==> src/rtl/wb_pkg.sv <==
// ---------------------------------------------------------------------------
// wb_pkg: shared definitions for the register write-back queue.
//   WORD_SIZE   - register-file data width (16)
//   REG_ADDR_W  - register-address width (2)
//   wb_entry_t  - one queued write {addr, data}
// ---------------------------------------------------------------------------
package wb_pkg;

  localparam int unsigned WORD_SIZE  = 16;
  localparam int unsigned REG_ADDR_W = 2;

  typedef struct packed {
    logic [REG_ADDR_W-1:0] addr;
    logic [WORD_SIZE-1:0]  data;
  } wb_entry_t;

endpackage

==> src/rtl/wb_queue.sv <==
// ---------------------------------------------------------------------------
// wb_queue: circular write queue (storage, head/tail pointers, entry count).
//   clk, reset      - rising-edge clock, synchronous active-high reset
//   enq0_valid_i    - enqueue slot 0 (older of a same-cycle pair)
//   enq0_entry_i
//   enq1_valid_i    - enqueue slot 1 (younger of a same-cycle pair)
//   enq1_entry_i
//   deq_i           - pop the head entry this cycle
//   head_entry_o    - entry at the head pointer
//   head_ptr_o      - head pointer
//   count_o         - number of valid entries
//   mem_o           - raw storage, for associative lookups by the parent
// The parent guarantees enqueues never exceed the free space and that
// deq_i is only asserted while count_o != 0.
// ---------------------------------------------------------------------------
module wb_queue
  import wb_pkg::*;
#(
  parameter int unsigned WB_DEPTH = 4
) (
  input  logic                         clk,
  input  logic                         reset,
  input  logic                         enq0_valid_i,
  input  wb_entry_t                    enq0_entry_i,
  input  logic                         enq1_valid_i,
  input  wb_entry_t                    enq1_entry_i,
  input  logic                         deq_i,
  output wb_entry_t                    head_entry_o,
  output logic [$clog2(WB_DEPTH)-1:0]  head_ptr_o,
  output logic [$clog2(WB_DEPTH):0]    count_o,
  output wb_entry_t [WB_DEPTH-1:0]     mem_o
);

  localparam int unsigned PW = $clog2(WB_DEPTH);
  localparam int unsigned CW = PW + 1;

  wb_entry_t [WB_DEPTH-1:0] mem_q;
  logic [PW-1:0] head_q, head_d;
  logic [PW-1:0] tail_q, tail_d;
  logic [CW-1:0] count_q, count_d;
  logic [PW-1:0] enq1_ptr;

  // Power-of-two depth: pointer arithmetic wraps naturally.
  always_comb begin
    enq1_ptr = tail_q + PW'(enq0_valid_i);
    tail_d   = tail_q + PW'(enq0_valid_i) + PW'(enq1_valid_i);
    head_d   = head_q + PW'(deq_i);
    count_d  = count_q + CW'(enq0_valid_i) + CW'(enq1_valid_i) - CW'(deq_i);
  end

  always_ff @(posedge clk) begin
    if (reset) begin
      head_q  <= '0;
      tail_q  <= '0;
      count_q <= '0;
    end else begin
      if (enq0_valid_i) mem_q[tail_q]   <= enq0_entry_i;
      if (enq1_valid_i) mem_q[enq1_ptr] <= enq1_entry_i;
      head_q  <= head_d;
      tail_q  <= tail_d;
      count_q <= count_d;
    end
  end

  assign head_entry_o = mem_q[head_q];
  assign head_ptr_o   = head_q;
  assign count_o      = count_q;
  assign mem_o        = mem_q;

endmodule

==> src/rtl/reg_writeback.sv <==
// ---------------------------------------------------------------------------
// reg_writeback: queues load-result and ALU-result register writes and
// retires one per cycle into the register file's write port.
//   clk, reset                        - clock, synchronous active-high reset
//   ld_valid/ld_ready/ld_addr/ld_data - load-result write request
//   alu_valid/alu_ready/alu_addr/alu_data - ALU-result write request
//   rf_write/rf_addr/rf_data          - register file write, addr3, data3
//   byp_addr1/byp_addr2               - register file read addresses
//   byp_hit1/byp_data1, byp_hit2/byp_data2 - pending-write bypass
//   pending                           - current queued entry count
// Build option: define WB_BYPASS_EN to enable the bypass lookup; otherwise
// the bypass outputs are tied to zero.
// ---------------------------------------------------------------------------
module reg_writeback
  import wb_pkg::*;
#(
  parameter int unsigned WB_DEPTH = 4
) (
  input  logic                        clk,
  input  logic                        reset,
  input  logic                        ld_valid,
  output logic                        ld_ready,
  input  logic [REG_ADDR_W-1:0]       ld_addr,
  input  logic [WORD_SIZE-1:0]        ld_data,
  input  logic                        alu_valid,
  output logic                        alu_ready,
  input  logic [REG_ADDR_W-1:0]       alu_addr,
  input  logic [WORD_SIZE-1:0]        alu_data,
  output logic                        rf_write,
  output logic [REG_ADDR_W-1:0]       rf_addr,
  output logic [WORD_SIZE-1:0]        rf_data,
  input  logic [REG_ADDR_W-1:0]       byp_addr1,
  input  logic [REG_ADDR_W-1:0]       byp_addr2,
  output logic                        byp_hit1,
  output logic [WORD_SIZE-1:0]        byp_data1,
  output logic                        byp_hit2,
  output logic [WORD_SIZE-1:0]        byp_data2,
  output logic [$clog2(WB_DEPTH):0]   pending
);

  localparam int unsigned PW = $clog2(WB_DEPTH);
  localparam int unsigned CW = PW + 1;

  logic [CW-1:0]            count;
  logic [CW-1:0]            free;
  logic [PW-1:0]            head;
  wb_entry_t                head_entry;
  wb_entry_t [WB_DEPTH-1:0] mem;
  logic                     ld_acc;
  logic                     alu_acc;

  // Readiness looks only at the registered count; a same-cycle dequeue is
  // not credited. Reset forces ready since the queue is being emptied.
  always_comb begin
    free      = CW'(WB_DEPTH) - count;
    ld_ready  = reset | (free >= CW'(1));
    alu_ready = reset | (free >= CW'(2)) | ((free >= CW'(1)) & ~ld_valid);
    ld_acc    = ld_valid & ld_ready;
    alu_acc   = alu_valid & alu_ready;
  end

  // ld goes in slot 0 so that a same-cycle ALU write is the younger entry.
  wb_queue #(
    .WB_DEPTH (WB_DEPTH)
  ) u_queue (
    .clk          (clk),
    .reset        (reset),
    .enq0_valid_i (ld_acc),
    .enq0_entry_i ('{addr: ld_addr, data: ld_data}),
    .enq1_valid_i (alu_acc),
    .enq1_entry_i ('{addr: alu_addr, data: alu_data}),
    .deq_i        (rf_write),
    .head_entry_o (head_entry),
    .head_ptr_o   (head),
    .count_o      (count),
    .mem_o        (mem)
  );

  always_comb begin
    rf_write = (count != '0);
    rf_addr  = rf_write ? head_entry.addr : '0;
    rf_data  = rf_write ? head_entry.data : '0;
  end

  assign pending = count;

`ifdef WB_BYPASS_EN
  logic [PW-1:0] idx;

  // Walk from oldest to youngest so the last match wins.
  always_comb begin
    byp_hit1  = 1'b0;
    byp_data1 = '0;
    byp_hit2  = 1'b0;
    byp_data2 = '0;
    idx       = '0;
    for (int unsigned k = 0; k < WB_DEPTH; k++) begin
      idx = head + PW'(k);
      if (CW'(k) < count) begin
        if (mem[idx].addr == byp_addr1) begin
          byp_hit1  = 1'b1;
          byp_data1 = mem[idx].data;
        end
        if (mem[idx].addr == byp_addr2) begin
          byp_hit2  = 1'b1;
          byp_data2 = mem[idx].data;
        end
      end
    end
  end
`else
  logic unused_byp;

  assign unused_byp = ^{byp_addr1, byp_addr2, head, mem};
  assign byp_hit1   = 1'b0;
  assign byp_data1  = '0;
  assign byp_hit2   = 1'b0;
  assign byp_data2  = '0;
`endif

endmodule

==> config.mk <==
export PLATFORM = sky130hd
export DESIGN_NAME = reg_writeback
export DESIGN_NICKNAME = d
export VERILOG_FILES = /design/src/rtl/wb_pkg.sv /design/src/rtl/wb_queue.sv /design/src/rtl/reg_writeback.sv
export SDC_FILE = /design/constraint.sdc
export NUM_CORES = 1
export LEC_CHECK = 0
export BUFFER_PORTS_ARGS = -buffer_cell sky130_fd_sc_hd__buf_4
export CAP_MARGIN = 20
export CORE_MARGIN = 2
export CORE_UTILIZATION = 50
export DETAILED_ROUTE_END_ITERATION = 6
export PLACE_DENSITY_LB_ADDON = 0.3
export RECOVER_POWER = 50
export SLEW_MARGIN = 20
export SYNTH_ARGS = -nofsm -noshare
export SYNTH_HDL_FRONTEND = slang
export SYNTH_SLANG_ARGS = --single-unit
==> constraint.sdc <==
create_clock -name clk -period 7.95 [get_ports clk]
set_clock_uncertainty 0.05 [all_clocks]
set_input_delay 0.795 -clock clk [delete_from_list [all_inputs] [get_ports clk]]
set_output_delay 0.795 -clock clk [all_outputs]
set_load 0.005 [all_outputs]
Yosys cells after proc, flatten, opt, wreduce, memory -nomap -nowiden
Cells that the tools add are included.

Multipliers: 0. Bitwise operators: 7. Equality and inequality tests: 0. Divide/modulo/power cells: 0. Order comparisons: 7. Muxes and demuxes: 13. Add/sub/neg operators: 7. Reductions and logical operators: 3. Shift operators: 0.

Operators with widths (number): 72-bit two-way mux (3); 72-bit bitwise mux (2); 18-bit demux with 2-bit select (2); 18-bit two-way mux (3); 18-bit binary-select mux with 2-bit select (1); 16-bit two-way mux (1); 2-bit by 3-bit < comparator with 1-bit output (second input constant) (3); 2-bit by 1-bit adder with 2-bit output (3); 3-bit by 1-bit adder with 3-bit output (2); 2-bit by 1-bit greater-or-equal comparator with 1-bit output (second input constant) (2); 1-bit bitwise AND (3); 3-bit by 1-bit greater-or-equal comparator with 1-bit output (second input constant) (1); 3-bit by 2-bit greater-or-equal comparator with 1-bit output (second input constant) (1); 1-bit bitwise OR (3); 3-bit nonzero test (1); 3-bit by 1-bit subtractor with 3-bit output (1); 3-bit subtractor (first input constant) (1); 1-bit logical AND (2); 2-bit two-way mux (1); 1-bit inverter (1).

Flip-flop bits (word level): 79. Output and inout bits: 58. Memory bits (read-only): 0. Bits in writable memories: 0. Memories kept: 0. Latch bits: 0. Word-level logic and storage cells: 48. Bits of input ports: 44.

Longest topological paths before layout
Depth in word-level cells: 11. Mapped depth: 14. Depth with buffers taken out: 14.

Cells and area by module
Synthesis repeated with hierarchy kept, for this count alone.

Cell total of the unflattened synthesis: 534. Area, all modules: 5280.1 µm².

By module, submodules not included: wb_queue (times used 1, seq. area each 2302.2 µm², area an instance 4773.3 µm², cells an instance 462); reg_writeback (times used 1, seq. area each 0.0 µm², area an instance 506.7 µm², cells an instance 72).

Worst setup path after synthesis
No wires, ideal clock.

Path type: reg2reg. Start: register u_queue.count_q[0] (netlist: u_queue.count_o[0]). End: register u_queue.count_q[2] (netlist: u_queue.count_o[2]). Library setup time: 0.115 ns. Arrival: 3.028 ns. Path buffers: 0. Data required time: 7.785 ns. Setup slack: 4.757 ns. Clock period less this slack: 3.193 ns. Cell stages (with the launch flop): 15. Cell sequence: dfxtp_1 > inv_1 > ha_1 > ha_1 > nor4b_4 > nand2_4 > and2_1 > inv_1 > ha_1 > inv_1 > fa_1 > fa_1 > xnor2_1 > xnor2_1 > nor2_1.

Longest elaborated chain between the ends: 7. Elaborated cells on any way between the ends: 13. Those cells by class: add/sub (4); order compare (2); bitwise (6); reduce/logical (1).

Ends and longest elaborated chain: start, declared (RTL line wb_queue.sv:40) `logic [CW-1:0] count_q, count_d;`; start signal, assigned (RTL line wb_queue.sv:61) `count_q <= count_d;`; 3-bit subtractor (*) (RTL line reg_writeback.sv:55) `free = CW'(WB_DEPTH) - count;`; 3-bit by 2-bit greater-or-equal comparator with 1-bit output or 3-bit by 1-bit greater-or-equal comparator with 1-bit output (tied branches) (RTL line reg_writeback.sv:57) `alu_ready = reset | (free >= CW'(2)) | ((free >= CW'(1)) & ~ld_valid);`; 1-bit bitwise OR or 1-bit bitwise AND (tied branches) (RTL line reg_writeback.sv:57); 1-bit bitwise OR (*) (RTL line reg_writeback.sv:57); via alu_ready (RTL line reg_writeback.sv:26) `output logic alu_ready,`; 1-bit bitwise AND (*) (RTL line reg_writeback.sv:59) `alu_acc = alu_valid & alu_ready;`; 3-bit by 1-bit adder with 3-bit output (*) (RTL line wb_queue.sv:48) `count_d = count_q + CW'(enq0_valid_i) + CW'(enq1_valid_i) - CW'(deq_i);`; 3-bit by 1-bit subtractor with 3-bit output (*) (RTL line wb_queue.sv:48).

The timed path passes the listed nets; every way through them passes the cells marked *. A chain may end at the register's enable or synchronous reset.

Worst setup path in the final report
Start: input port reset. End: register u_queue.mem_q (netlist bit u_queue.mem_o[40]), enable pin.

RTL lines: start, declared (RTL line reg_writeback.sv:20) `input logic reset,`; end signal, assigned by index (RTL line wb_queue.sv:57) `if (enq0_valid_i) mem_q[tail_q] <= enq0_entry_i;`; end signal, assigned by index (RTL line wb_queue.sv:58) `if (enq1_valid_i) mem_q[enq1_ptr] <= enq1_entry_i;`; end, declared (RTL line wb_queue.sv:37) `wb_entry_t [WB_DEPTH-1:0] mem_q;`.

No word-level cell between the ends.

==> results by group <==
Final layout
  • Final Non-Filler Cells: roughly 650
  • Area grow syn2layout: 11.3%
  • Final Core Density: between 50% and 60%
  • Final #Nets: between 500 and 600
  • Number of fill cells: between 800 and 900
  • # diodes: 0
  • Layout cells sized above 1: between 20% and 30%
  • FF/Latch Area: 0.00230 mm^2
  • Multi-input gate area: between 0.002 and 0.0025 mm^2

Floorplan
  • I/O pin cnt: between 100 and 150
  • Die Wd: 105 um
  • Height of the chip: 105 um
  • Cell Rows: 36
  • Initial Utilization: around half
  • Die Area: between 0.01 and 0.015 mm^2
  • Area of the core: between 0.009 and 0.01 mm^2

Yosys
  • Syn_area_per_cell: roughly 11 um^2
  • Cell taking the most area after synthesis: edfxtp_1
  • Count of unique library cells instantiated by Yosys: 38
  • Top cells by area, synth: edfxtp_1 (42%), a2bb2oi_1 (9.2%), mux4_2 (7.9%)
  • Synth Instances: about 460
  • Top-area cell type share of the netlist area: between 40% and 50%
  • Yosys warns: 0
  • Register area share after synthesis: roughly 45%
  • Post-synthesis sequential element count: 79
  • Predominant post-synthesis flop cell: edfxtp_1
  • Post-Syn Area: approximately 0.0051 mm^2
  • Post-synth ARST share: 0%
  • EDFF count, synth: roughly 70

Clocking
  • Clock Tree Buf Depth: 2
  • Resize count post-CTS: 0
  • Clock tree root driver cell: clkbuf_8
  • Clk_lat worst skew: between 0.3 and 0.4 ns
  • CTS Hold Bufs: 0
  • CTS tree: done
  • Worst-path clk slew: around 0.080 ns
  • # H-tree levels: 3
  • Num CTS Buffers: 9
  • Sink Count: 79
  • Post-CTS setup buffer count: 0

Setup path
  • Cell mode on critical path: clkbuf_1
  • CP max stage cell: clkbuf_1
  • CP Capture Type: flip-flop
  • Reg-to-reg setup timing slack: 4.16 ns
  • Crit path kind: primary input to flip-flop
  • Worst Path Max Fanout: about 70
  • Buf/Inv on CP: 3
  • Critical Path Stages: 3
  • CP Launch Point: reset
  • Slowest stage delay, CP: roughly 2.8 ns
  • Critical Path Sink: u_queue.mem_o[40]$_DFFE_PN_
  • Register-to-Register Path Depth: 10
  • Worst R2R End: u_queue.mem_o[35]$_DFFE_PN_
  • Worst Setup Start Kind: primary input
  • CP required: about 8 ns
  • Cell family with the largest share of critical-path delay: buffers and inverters
  • Crit path cell chain: clkbuf_1 -> clkinv_1 -> clkbuf_1
  • Reg-to-reg startpoint: u_queue.count_o[0]$_SDFF_PP0_
  • Crit path DAT: ~4.0 ns

Placed design
  • Dpl hpwl: 7.66 mm
  • # placed instances: between 600 and 700
  • Port bufs: 63
  • GPL Wtd Cong: between 0.7 and 0.8

Route
  • DR WL/cell: roughly 20 um
  • DRC violations left: 0
  • Initial DRC count: between 300 and 400
  • Via/cell ratio: 5.93
  • ANT nets after route: 0
  • Total number of vias: 3832
  • Drt pass-1 iters: 6
  • Post-Route WL: 12.6 mm

Global route
  • Pin count of the biggest net entering global routing: 73
  • GRT Total Usage: between 20% and 30%
  • Initial antenna violation count: 0
  • Grt ovf: 0
  • First-pass GRT wire length: 19.8 mm
  • Vias in the first global route: ~3.7k

Timing
  • Max-slew violation count: 73
  • Fin Hold WS: a little over 0.5 ns
  • RSZ-0062 raised after global routing: no
  • Worst Tran Pin Value: 4.01 ns
  • Fin. Hold Viols: 0
  • FMAX: about 240 MHz
  • Final setup fails: 0
  • Final period util: 53.0%
  • Total negative slack: 0 ns
  • Final min period: approximately 4.2 ns
  • Rel. slew slack: -168%

Pwr
  • Power Dens Cells: approximately 390 mW/mm^2
  • Peak supply drop: roughly 0.14 mV
  • Final Total Pwr: between 2 and 2.5 mW
  • Static leakage: about 2.4 nW

Status
  • Failing checks: capacitance limit, slew limit
  • Status: finished with violations

Run
  • Max-Cap Viols: 1

Hold path
  • Hold crit path type: flip-flop to flip-flop
cell families (layout without fill, tap and decap cells):
logic type	after synthesis	after routing	share of synthesized area [%]
AO/OA/AOI/OAI	138	138	19.0
AND/OR/NAND/NOR	116	116	11.0
flip-flops	79	79	44.9
buffers and inverters	72	94	9.84
multiplexers	36	36	11.4
adder cells (fa/ha/maj)	10	10	2.74
XOR/XNOR	6	6	1.03
other	1	34	0.0732
synthesized netlist by cell type (all sizes together) (2+ instances only):
cell,instances
a21oi,73
edfxtp,72
nand2,58
buf,57
a2bb2oi,54
nor2,24
and2,20
mux2i,18
mux4,18
ha,8
inv,8
clkbuf,7
dfxtp,7
nor2b,6
xnor2,5
a211oi,3
o211ai,3
fa,2
nand4,2
o211a,2
how the worst min path moves through the flow:
| stage | cells past startpoint | slack [ns] | end | from |
|---|---|---|---|---|
| after floorplan | 2 | 0.48 | u_queue.count_o[2]$_SDFF_PP0_ | u_queue.count_o[2]$_SDFF_PP0_ |
| after global placement | 2 | 0.48 | u_queue.count_o[2]$_SDFF_PP0_ | u_queue.count_o[2]$_SDFF_PP0_ |
| after detailed placement | 2 | 0.50 | u_queue.count_o[2]$_SDFF_PP0_ | u_queue.count_o[2]$_SDFF_PP0_ |
| after CTS | 2 | 0.51 | u_queue.count_o[2]$_SDFF_PP0_ | u_queue.count_o[2]$_SDFF_PP0_ |
| after global routing | 2 | 0.52 | u_queue.count_o[2]$_SDFF_PP0_ | u_queue.count_o[2]$_SDFF_PP0_ |
| final | 2 | 0.50 | u_queue.count_o[2]$_SDFF_PP0_ | u_queue.count_o[2]$_SDFF_PP0_ |
worst min-delay path: stages (launching register included):
cell     delay (ns)
dfxtp_1        0.33
xnor2_1        0.15
nor2_1         0.04
flip-flops by register name, indices dropped and copies added (netlist names):
register,cells
u_queue.tail_q,2
u_queue.head_ptr_o,2
u_queue.mem_o,72
u_queue.count_o,3
power by group:
group | total [mW] | leakage [nW] | switching, mW | internal [mW]
Sequential | 0.795 | 0.759 | 0.106 | 0.688
Combinational | 1.08 | 1.48 | 0.533 | 0.545
Clock | 0.364 | 0.118 | 0.156 | 0.209
layout by cell type (no fill, tap or decap), types with 2 or more instances in the layout:
cell	netlist	final
o211ai_2	3	3
nor2b_1	6	6
mux4_2	18	18
and2_0	0	4
clkbuf_1	6	3
clkbuf_8	0	9
a21oi_1	72	72
a2bb2oi_1	54	54
inv_1	8	7
fa_1	2	2
clkbuf_4	0	8
ha_1	8	8
buf_4	41	60
xnor2_1	5	5
and2_1	20	16
nand2_1	56	56
clkinv_1	0	2
nor2_1	24	24
dfxtp_1	7	7
mux2i_1	18	18
conb_1	1	34
bufinv_16	0	3
a211oi_2	3	2
edfxtp_1	72	72
nand4_2	2	2
o211a_1	2	2
per-layer routing:
metal	vias to the layer above	share of wire (%)	track usage (%)
met4	0	1.6	8.86
met5	-	0	0
met2	202	50	38.4
li1	1740	-	-
met1	1867	42	30.7
met3	23	7.0	2.41
per-stage QoR:
step / cell area, um^2 / setup WS [ns]
4_1_cts: 5710 / 4.22
3_3_place_gp: 5470 / 4.30
3_5_place_dp: 5470 / 4.22
2_1_floorplan: 5250 / 4.76
5_1_grt: 5700 / 3.48
6_report: 5700 / 3.73
cell type report:
cell class	instances	share of cell area (%)
inverters	8	0.527
multi-input cells	340	43.0
well taps	133	2.92
repair buffers	70	9.09
flip-flops and latches	79	40.4
clock inverters	6	1.89
clock buffers	10	2.24
Power figures use the tool's default switching activity.
